**config.mk**
```make
export PLATFORM = sky130hd
export DESIGN_NAME = booth_multiplier
export DESIGN_NICKNAME = d
export VERILOG_FILES = /design/src/rtl/booth_multiplier.sv
export SDC_FILE = /design/constraint.sdc
export NUM_CORES = 1
export LEC_CHECK = 0
export CORE_ASPECT_RATIO = 0.5
export CORE_UTILIZATION = 49
export DETAILED_ROUTE_END_ITERATION = 10
export PLACE_DENSITY = 0.76
export SETUP_SLACK_MARGIN = 0.02
export SYNTH_ARGS = -nofsm -noshare
export SYNTH_HDL_FRONTEND = slang
export SYNTH_SLANG_ARGS = --single-unit
```
**constraint.sdc**
```tcl
create_clock -name clk -period 3.8 [get_ports clk]
set_input_delay 0.57 -clock clk [delete_from_list [all_inputs] [get_ports clk]]
set_output_delay 0.57 -clock clk [all_outputs]
set_load 0.01 [all_outputs]
```
**src/rtl/booth_multiplier.sv**
```systemverilog
// booth_multiplier: sequential signed WIDTH x WIDTH multiplier using radix-2
// Booth recoding, one add/subtract-and-shift step per clock. Writes the
// 2*WIDTH-bit product into HI/LO and pulses done for one cycle when finished.
module booth_multiplier #(
  parameter int WIDTH = 32,
  parameter int STEPS = 32
) (
  input  logic             clk,
  input  logic             reset,
  input  logic             MultCtrl,
  input  logic [WIDTH-1:0] multiplicand,
  input  logic [WIDTH-1:0] multiplier,
  output logic             busy,
  output logic             done,
  output logic [WIDTH-1:0] HI,
  output logic [WIDTH-1:0] LO
);

  // Counter wide enough to hold the final step count itself.
  localparam int CNT_W = $clog2(STEPS + 1);
  localparam logic [CNT_W-1:0] LAST_CNT = CNT_W'(STEPS);
  localparam logic [CNT_W-1:0] CNT_ONE  = CNT_W'(1);

  typedef enum logic [1:0] {
    IDLE   = 2'd0,
    RUN    = 2'd1,
    FINISH = 2'd2
  } state_t;

  state_t state_reg;

  // Datapath registers. The accumulator and multiplicand carry one extra bit
  // so that subtracting the most negative multiplicand cannot overflow.
  logic [WIDTH:0]   m_reg;
  logic [WIDTH:0]   acc_reg;
  logic [WIDTH-1:0] q_reg;
  logic             q_1_reg;
  logic [CNT_W-1:0] cnt_reg;

  // Registered outputs.
  logic             busy_reg;
  logic             done_reg;
  logic [WIDTH-1:0] hi_reg;
  logic [WIDTH-1:0] lo_reg;

  // Next-step values for one Booth iteration.
  logic [1:0]       booth_pair;
  logic [WIDTH:0]   acc_sum;
  logic [WIDTH:0]   acc_next;
  logic [WIDTH-1:0] q_next;
  logic             q_1_next;
  logic [CNT_W-1:0] cnt_next;
  logic             last_step;

  assign booth_pair = {q_reg[0], q_1_reg};

  // Booth recoding: 10 subtracts the multiplicand, 01 adds it, 00/11 keep.
  always_comb begin
    acc_sum = acc_reg;
    case (booth_pair)
      2'b10:   acc_sum = acc_reg - m_reg;
      2'b01:   acc_sum = acc_reg + m_reg;
      default: acc_sum = acc_reg;
    endcase
  end

  // Arithmetic right shift of {ACC, Q, q_1}: ACC sign bit is replicated,
  // the ACC LSB drops into the top of Q, and the Q LSB becomes the Booth bit.
  assign acc_next = {acc_sum[WIDTH], acc_sum[WIDTH:1]};

  genvar gi;
  generate
    for (gi = 0; gi < WIDTH - 1; gi++) begin : g_q_shift
      assign q_next[gi] = q_reg[gi+1];
    end
  endgenerate
  assign q_next[WIDTH-1] = acc_sum[0];
  assign q_1_next        = q_reg[0];

  assign cnt_next  = cnt_reg + CNT_ONE;
  assign last_step = (cnt_next == LAST_CNT);

  // Control FSM and datapath; reset takes priority over every other input.
  always_ff @(posedge clk) begin
    if (reset) begin
      state_reg <= IDLE;
      m_reg     <= '0;
      acc_reg   <= '0;
      q_reg     <= '0;
      q_1_reg   <= 1'b0;
      cnt_reg   <= '0;
      busy_reg  <= 1'b0;
      done_reg  <= 1'b0;
      hi_reg    <= '0;
      lo_reg    <= '0;
    end else begin
      done_reg <= 1'b0;
      case (state_reg)
        IDLE: begin
          if (MultCtrl) begin
            m_reg     <= {multiplicand[WIDTH-1], multiplicand};
            acc_reg   <= '0;
            q_reg     <= multiplier;
            q_1_reg   <= 1'b0;
            cnt_reg   <= '0;
            busy_reg  <= 1'b1;
            state_reg <= RUN;
          end
        end
        RUN: begin
          acc_reg <= acc_next;
          q_reg   <= q_next;
          q_1_reg <= q_1_next;
          cnt_reg <= cnt_next;
          if (last_step) begin
            state_reg <= FINISH;
          end
        end
        FINISH: begin
          // Product is {ACC[WIDTH-1:0], Q}; both halves update together.
          hi_reg    <= acc_reg[WIDTH-1:0];
          lo_reg    <= q_reg;
          done_reg  <= 1'b1;
          busy_reg  <= 1'b0;
          state_reg <= IDLE;
        end
        default: begin
          busy_reg  <= 1'b0;
          state_reg <= IDLE;
        end
      endcase
    end
  end

  assign busy = busy_reg;
  assign done = done_reg;
  assign HI   = hi_reg;
  assign LO   = lo_reg;

endmodule
```
[After elaboration in Yosys (flattened, before gate mapping)]
Cells that the tools add are included.
Operators by class
  reductions and logical operators: 6
  bitwise operators: 1
  mux-type cells: 15
  add/sub/neg operators: 3
  equality and inequality tests: 7
Operators by type and width (count)
  case mux 33 bit (2 select lines): 2
  case mux 32 bit (2 select lines): 1
  adder 33 bit: 1
  two-way mux 33 bit: 1
  subtractor 33 bit: 1
  two-way mux 32 bit: 1
  case mux 6 bit (2 select lines): 1
  AND reduction 2 bit: 4
  adder 6 x 1 -> 6 bit (second input constant): 1
  == test 6 bit (second input constant): 1
  two-way mux 6 bit: 1
  == test 2 x 1 -> 1 bit (second input constant): 2
  == test 2 bit (second input constant): 2
  two-way mux 2 bit: 2
  != test 2 bit (second input constant): 2
  case mux 1 bit (2 select lines): 2
  case mux 2 bit (2 select lines): 1
  two-way mux 1 bit: 3
  logical NOT 2 bit: 1
  nonzero test 2 bit: 1
  inverter 1 bit: 1
Storage, ports and cells
  bits in registers: 172
  word-level logic and storage cells: 42
  input port bits: 67

[Longest topological paths before layout]
Gate-level depths: netlist (run 1).
  depth in word-level cells: 4
  depth in mapped cells: 17

[Worst setup path before layout (run 1)]
Ideal clock, no wire load.
  kind: register to register
  from: register m_reg[5]
  to: register acc_reg[31]
  data required time: 3.672 ns
  stages on the path, launching flop included: 18
  slack: -0.257 ns
  arrival: 3.929 ns
  path through: dfxtp_1 > nor4_4 > or4b_4 > or3b_1 > or2_4 > nor2_2 > a31oi_1 > xor2_1 > ha_1 > clkbuf_1 > a21oi_1 > o21ai_0 > nand2b_1 > a2111oi_0 > nor2_1 > a31oi_1 > xnor2_1 > o21ai_1
Between the ends
  cells in the longest elaborated chain, start to end: 3
  elaborated cells on any way between the ends: 4
  those cells by class: add/sub: 2; mux: 2
RTL lines
  from (decl): RTL line 34  | logic [WIDTH:0] m_reg;
  from (signal assigned): RTL line 101  | m_reg <= {multiplicand[WIDTH-1], multiplicand};
  adder 33 bit or subtractor 33 bit (tied branches): RTL line 62, 61
  case mux 33 bit (2 select lines) *: RTL line 60  | case (booth_pair)
  case mux 33 bit (2 select lines) *: RTL line 98  | case (state_reg)
  to (signal assigned): RTL line 111  | acc_reg <= acc_next;
  to (decl): RTL line 35  | logic [WIDTH:0] acc_reg;
Every way passes the cells marked *; elsewhere a longest branch is shown, timed or not.
A chain may end at the register's enable or synchronous reset.

[Worst setup path in the final report (run 1)]
  from: register m_reg[5]
  to: register acc_reg[24]
Same word-level chain as after synthesis.

==> results of run 1 <==
[cell families (layout without fill, tap and decap cells)]
logic type	after synthesis	in the layout	share of synthesized area [%]
AO/OA/AOI/OAI	326	326	23.3
XOR/XNOR	58	58	5.78
adder cells (fa/ha/maj)	36	36	5.21
buffers and inverters	96	294	4.10
flip-flops	171	171	39.0
multiplexers	4	4	0.484
AND/OR/NAND/NOR	468	468	22.2
[how the worst max path moves through the flow]
stage	start	endpoint	slack, ns	depth (start not counted)
3_5_place_dp	m_reg[8]	acc_reg[27]	-0.20	17
4_1_cts	m_reg[6]	acc_reg[31]	-0.17	17
5_1_grt	m_reg[5]	acc_reg[19]	-0.37	17
3_3_place_gp	m_reg[8]	acc_reg[27]	-0.13	17
2_1_floorplan	m_reg[8]	acc_reg[27]	-0.003	17
6_report	m_reg[5]	acc_reg[24]	-0.17	17
[what timing repair did]
action | 4_1_cts | 5_1_grt
resized for setup | 29 | 42
cloned | 0 | 0
hold buffers | 0 | 0
endpoints found under the setup margin | 12 | 17
buffers inserted | 13 | 7
pin swaps | 56 | 38
[power by group]
part | switching (uW) | internal (uW) | total (uW) | leakage [uW]
clock | 800 | 1070 | 1870 | 0.000306
combinational | 863 | 786 | 1650 | 0.00296
sequential | 82.0 | 1860 | 1950 | 0.00139
total | 1750 | 3720 | 5470 | 0.00466
[Yosys cell counts, types with 3 or more instances]
master	instances	area share, %
a22oi_1	23	2.0
a311oi_1	33	3.3
a31oi_1	9	0.64
nor2_1	100	4.3
nor3_1	21	1.2
o22ai_1	16	1.1
xor2_1	30	3.0
a222oi_1	7	0.80
o31ai_1	3	0.26
buf_1	5	0.21
clkbuf_1	75	3.2
o41ai_1	4	0.40
nor4_1	5	0.36
a211oi_1	12	1.0
o21ai_0	26	1.5
a21oi_1	154	8.8
nand3_1	8	0.46
nand2_1	293	13
inv_1	16	0.68
ha_1	35	5.0
a21o_1	11	0.94
xnor2_1	28	2.8
o21bai_1	5	0.43
nand2b_1	5	0.36
dfxtp_1	171	39
nor2b_1	4	0.28
and2_1	5	0.36
and3_1	5	0.36
o211ai_1	5	0.43
o21a_1	5	0.43
or3_1	3	0.21
nand4_1	6	0.43
[metrics by stage]
step | std cells | cell area (um^2) | hold WS (ns)
after global routing | 1591 | 12000 | 0.476
after floorplan | 1159 | 8860 | 0.445
after CTS | 1584 | 11800 | 0.456
after global placement | 1542 | 10900 | 0.442
after detailed placement | 1542 | 10900 | 0.447
final | 1591 | 12000 | 0.454
[routing by layer]
layer,share of wire [%],global-route usage [%]
met3,6.8,4.86
met4,0.93,5.74
met1,50,43.0
met2,43,42.3
met5,0,0
[area by class of cell]
class                   instances  share of cell area [%]
repair buffers                247                    18.4
flip-flops and latches        171                    28.6
multi-input cells             892                    44.9
well taps                     234                    2.44
inverters                      16                   0.501
clock inverters                13                    1.49
clock buffers                  18                    3.66
[worst max-delay path, stage by stage, from the launching register on]
cell	delay (ns)
dfxtp_2	0.34
nor4_4	0.29
or4b_4	0.50
or3b_4	0.39
or2_4	0.29
nor2_4	0.12
a21oi_2	0.07
xor2_1	0.25
ha_1	0.34
buf_4	0.17
buf_4	0.12
nand2_1	0.07
nor2_1	0.05
nand2_1	0.11
o21bai_4	0.14
nand2_1	0.10
and3_1	0.17
or3_1	0.33
==> results.md, run 1 <==
* Status: finished with violations
* Failing checks: setup timing
* Synth Area per Inst at 7.58 um^2
* Multi-input logic area at about 5400 um^2
* Core Rows at 34
* Core ar. at 17400 um^2
* Number of global-route vias before repair at 8353
* Clock Sinks at about 170
* # port buffers at ~130
* Vias post-DR at 8963
* Root Driver: clkbuf_16
* Share of layout cells above drive strength 1 at 16.4%
* Diode count at 0
* Synth Register Bits at 171
* R2R depth at 17
* Most frequent cells in the layout: 291 x nand2_1, 168 x dfxtp_1, 137 x a21oi_1, 131 x clkdlybuf4s50_1, 111 x buf_4
* Max Freq at 0.252 GHz
* Worst skew pair latency at 0.43 ns
* Antenna violations before repair at 0
* Routed wire length at ~26 mm
* Worst-Margin Slew at 1.18 ns
* Slew margin rel. at 20.9%
* Hold Crit Endpoint: HI[15]
* Register area share after synthesis at roughly two fifths
* Die area at 18500 um^2
* Hold path depth at 2
* Starting Density at 50.4%
* CTS tree: done
* Clock tree buffer depth at 2
* Worst-path clk slew at 0.07 ns
* Hpwl dp at 18.4 mm
* Post-synth ARST share at 0%
* Die width at between 150 and 200 um
* Period utilisation layout at 104%
* Final WS setup at -0.167 ns
* Hold path start: HI[15]
* Nets at around 1400
* Critical Path RT at 4.12 ns
* Crit path capture type: flop
* Worst r2r src: m_reg[5]
* CTS Buf Count at 17
* Cells after Synth at approximately 1200
* GP Congestion at 0.973
* RSZ-0062 raised after global routing: yes
* Largest net degree at the start of global routing at 68
* Synth unique cells at 60
* Setup slack at placement at -0.201 ns
* Max-cap violations at 0
* Syn Nets at 1262
* Predominant post-synthesis flop cell: dfxtp_1
* Maximum VDD drop at 0.000363 V
* Most common cell after layout, fill and taps aside: nand2_1
* I/O Pins at 133
* Cell Area, Synth at roughly 8800 um^2
* DRT antenna net count at 0
* Synth-to-layout area growth at 36.6%
* Register Area at 3430 um^2
* Core Util, Final at 68.8%
* First-pass GRT wire length at 42.4 mm
* Vias per cell at 5.63
* Min-Delay Path Class: reg2reg
* Startpoint type of the worst setup path: flop
* Critical R2R Capture: acc_reg[24]
* Wire per inst at 16.5 um
* Grt ovf at 0
* TNS Setup at -1.23 ns
* Max FO, Critical Path at 4
* Clock skew at a little under 0.01 ns
* Pwr dens at around 460 nW/um^2
* Fin. max-slew vios at 0
* 1st-iter DRT viols at 553
* WS Path Type: reg2reg
* Htree depth at 4
* Total power at roughly 5500 uW
* Ys Warns at 0
* Worst EP arrival at 4.29 ns
* GRT Overall Usage at 28.5%
* R2r setup slk at -0.17 ns
* Total iterations of the first detailed-routing run at 5
* Overall die height at 96.7 um
* Final setup viols at 11
* Filler Cell Count at between 1000 and 1500
* DR DRC count at 0
* Post-synth EDFFs at 0
* Leakage at 0.00466 uW
* Final hold vios at 0
* Min cycle time layout at 3.97 ns
No activity file was read; power rests on OpenSTA's default activity.
==> run 2: changes to the inputs <==
--- a/config.mk
+++ b/config.mk
@@ -8,6 +8,7 @@
 export CORE_ASPECT_RATIO = 0.5
 export CORE_UTILIZATION = 49
 export DETAILED_ROUTE_END_ITERATION = 10
+export GPL_ROUTABILITY_DRIVEN = 0
 export PLACE_DENSITY = 0.76
 export SETUP_SLACK_MARGIN = 0.02
 export SYNTH_ARGS = -nofsm -noshare
==> run 2 against run 1 <==
- final cell count fell by 2.8%
- utilization fell by 2.1 points
- power shrank 4.5%
- the run still ends with setup timing left
- die area unchanged
- non-clock buffer count decreased by 45
- wire length down 0.98%
==> results.md, run 2 (synthesis gave the netlist of run 1 again) <==
* Startpoint type of the worst setup path: flop
* CTS tree: done
* Final hold vios at 0 (unchanged)
* Die width at 191 um (unchanged)
* Total power at 5220 uW (-4.5%)
* I/O Pins at 133 (unchanged)
* Max-cap violations at 0 (unchanged)
* Core ar. at 17400 um^2 (unchanged)
* TNS Setup at -2.39 ns (-1.16 ns)
* Final Hold Slack at 0.455 ns (+0.00101 ns)
* Nets at 1403 (-3.1%)
* Share of layout cells above drive strength 1 at 13.9% (-2.5 points)
* Hpwl dp at 17.1 mm (-6.8%)
* Slew margin rel. at 21.8% (+0.95 points)
* Grt ovf at 0 (unchanged)
* Routed wire length at 26.0 mm (-0.98%)
* Core Rows at 34 (unchanged)
* Pwr dens at 449 nW/um^2 (-1.5%)
* 1st-iter DRT viols at 807 (+46%)
* Starting Density at 50.4% (unchanged)
* Vias post-DR at 9074 (+1.2%)
* Wire per inst at 16.8 um (+1.8%)
* CTS Buf Count at 17 (unchanged)
* Setup slack at placement at -0.120 ns (+0.0809 ns)
* Crit path capture type: flop
* Maximum VDD drop at 0.000349 V (-3.7%)
* # port buffers at 132 (unchanged)
* Worst skew pair latency at 0.43 ns (about the same)
* GRT Overall Usage at 27.6% (-0.96 points)
* Synth-to-layout area growth at 32.4%
* First-pass GRT wire length at 41.3 mm (-2.6%)
* Final WS setup at -0.330 ns (-0.163 ns)
* Min cycle time layout at 4.13 ns (+0.163 ns)
* Number of global-route vias before repair at 8317 (-0.43%)
* Most frequent cells in the layout: 288 x nand2_1, 168 x dfxtp_1, 139 x a21oi_1, 131 x clkdlybuf4s50_1, 95 x nor2_1
* Htree depth at 4 (unchanged)
* Status: finished with violations
* Max Freq at 0.242 GHz (-3.9%)
* Root Driver: clkbuf_16
* Most common cell after layout, fill and taps aside: nand2_1
* Antenna violations before repair at 0 (unchanged)
* Total iterations of the first detailed-routing run at 8 (+3)
* Failing checks: setup timing
* Worst EP arrival at 4.43 ns (+0.14 ns)
* DR DRC count at 0 (unchanged)
* Final setup viols at 11 (unchanged)
* Critical Path RT at 4.10 ns (-0.02 ns)
* Clock skew at 0.0106 ns (+0.000730 ns)
* Worst-Margin Slew at 1.17 ns (-0.0142 ns)
* Worst-path clk slew at 0.07 ns (about the same)
* Largest net degree at the start of global routing at 86 (+26%)
* Period utilisation layout at 109% (+4.3 points)
* Clock tree buffer depth at 2 (unchanged)
* DRT antenna net count at 0 (unchanged)
* Diode count at 0 (unchanged)
* WS Path Type: reg2reg
* Clock Sinks at 171 (unchanged)
* Min-Delay Path Class: reg2reg
* Vias per cell at 5.87 (+4.1%)
* Die area at 18500 um^2 (unchanged)
* Core Util, Final at 66.6% (-2.1 points)
* RSZ-0062 raised after global routing: yes
* Max FO, Critical Path at 4 (unchanged)
* Overall die height at 96.7 um (unchanged)
* Fin. max-slew vios at 0 (unchanged)
* Leakage at 0.00442 uW (-5.0%)
[run 2: cell count changes in the layout (fill, tap and decap cells not counted), moves of 3 or more]
cell       change
nand2_2        +3
nand2_1        -3
a211oi_1       -3
buf_4         -42
bufinv_16      -3
[run 2: cell type report]
type / count / area [um^2]
timing repair buffer: 202 / 1850
fill: 1445 / 5820
clock inverter: 13 / 120
multi-input combinational: 892 / 5420
clock buffer: 19 / 453
sequential: 171 / 3430
inverter: 16 / 60.1
tap: 234 / 293
[run 2: where the power goes]
| group | switching [uW] | leakage (uW) | internal, uW |
|---|---|---|---|
| clock | 803 | 0.000287 | 904 |
| sequential | 83.1 | 0.00139 | 1860 |
| combinational | 875 | 0.00274 | 688 |
| total | 1760 | 0.00442 | 3460 |
[run 2: layer usage]
layer / share of wire (%) / up-vias / GRT usage, %
met1: 43 / 4119 / 38.3
li1: - / 4328 / -
met5: 0 / - / 0
met4: 2.7 / 0 / 7.88
met2: 44 / 541 / 44.2
met3: 9.6 / 86 / 4.21
[run 2: path summary, 6_finish.rpt]
path | to | start | cells past startpoint | slack [ns]
worst min-delay path | LO[8] | LO[8] | 2 | 0.45
worst min register to register | LO[8] | LO[8] | 2 | 0.45
worst max register to register | acc_reg[31] | m_reg[8] | 16 | -0.33
worst max-delay path | acc_reg[31] | m_reg[8] | 16 | -0.33
[run 2: through the flow]
| stage | cell area (um^2) | cells |
|---|---|---|
| after CTS | 11400 | 1538 |
| after floorplan | 8860 | 1159 |
| after global routing | 11600 | 1547 |
| after global placement | 10600 | 1496 |
| final | 11600 | 1547 |
| after detailed placement | 10600 | 1496 |
[run 2: worst max-delay path, cell delays in order, from the launching register on]
cell	delay [ns]
dfxtp_2	0.33
nor4_4	0.29
or4b_4	0.53
or3b_4	0.41
or2_4	0.29
nor2_4	0.12
a21oi_2	0.07
xor2_1	0.15
ha_1	0.40
a21oi_2	0.25
o21ai_1	0.13
nand2b_4	0.16
a2111oi_4	0.32
nor2_2	0.11
a31oi_1	0.20
xnor2_1	0.15
o21ai_1	0.07
[run 2: repair_timing]
item | in CTS | in global routing
hold buffers | 0 | 0
gates resized for setup | 44 | 31
buffers inserted | 10 | 9
pin swaps | 35 | 17
setup endpoints to repair | 13 | 18
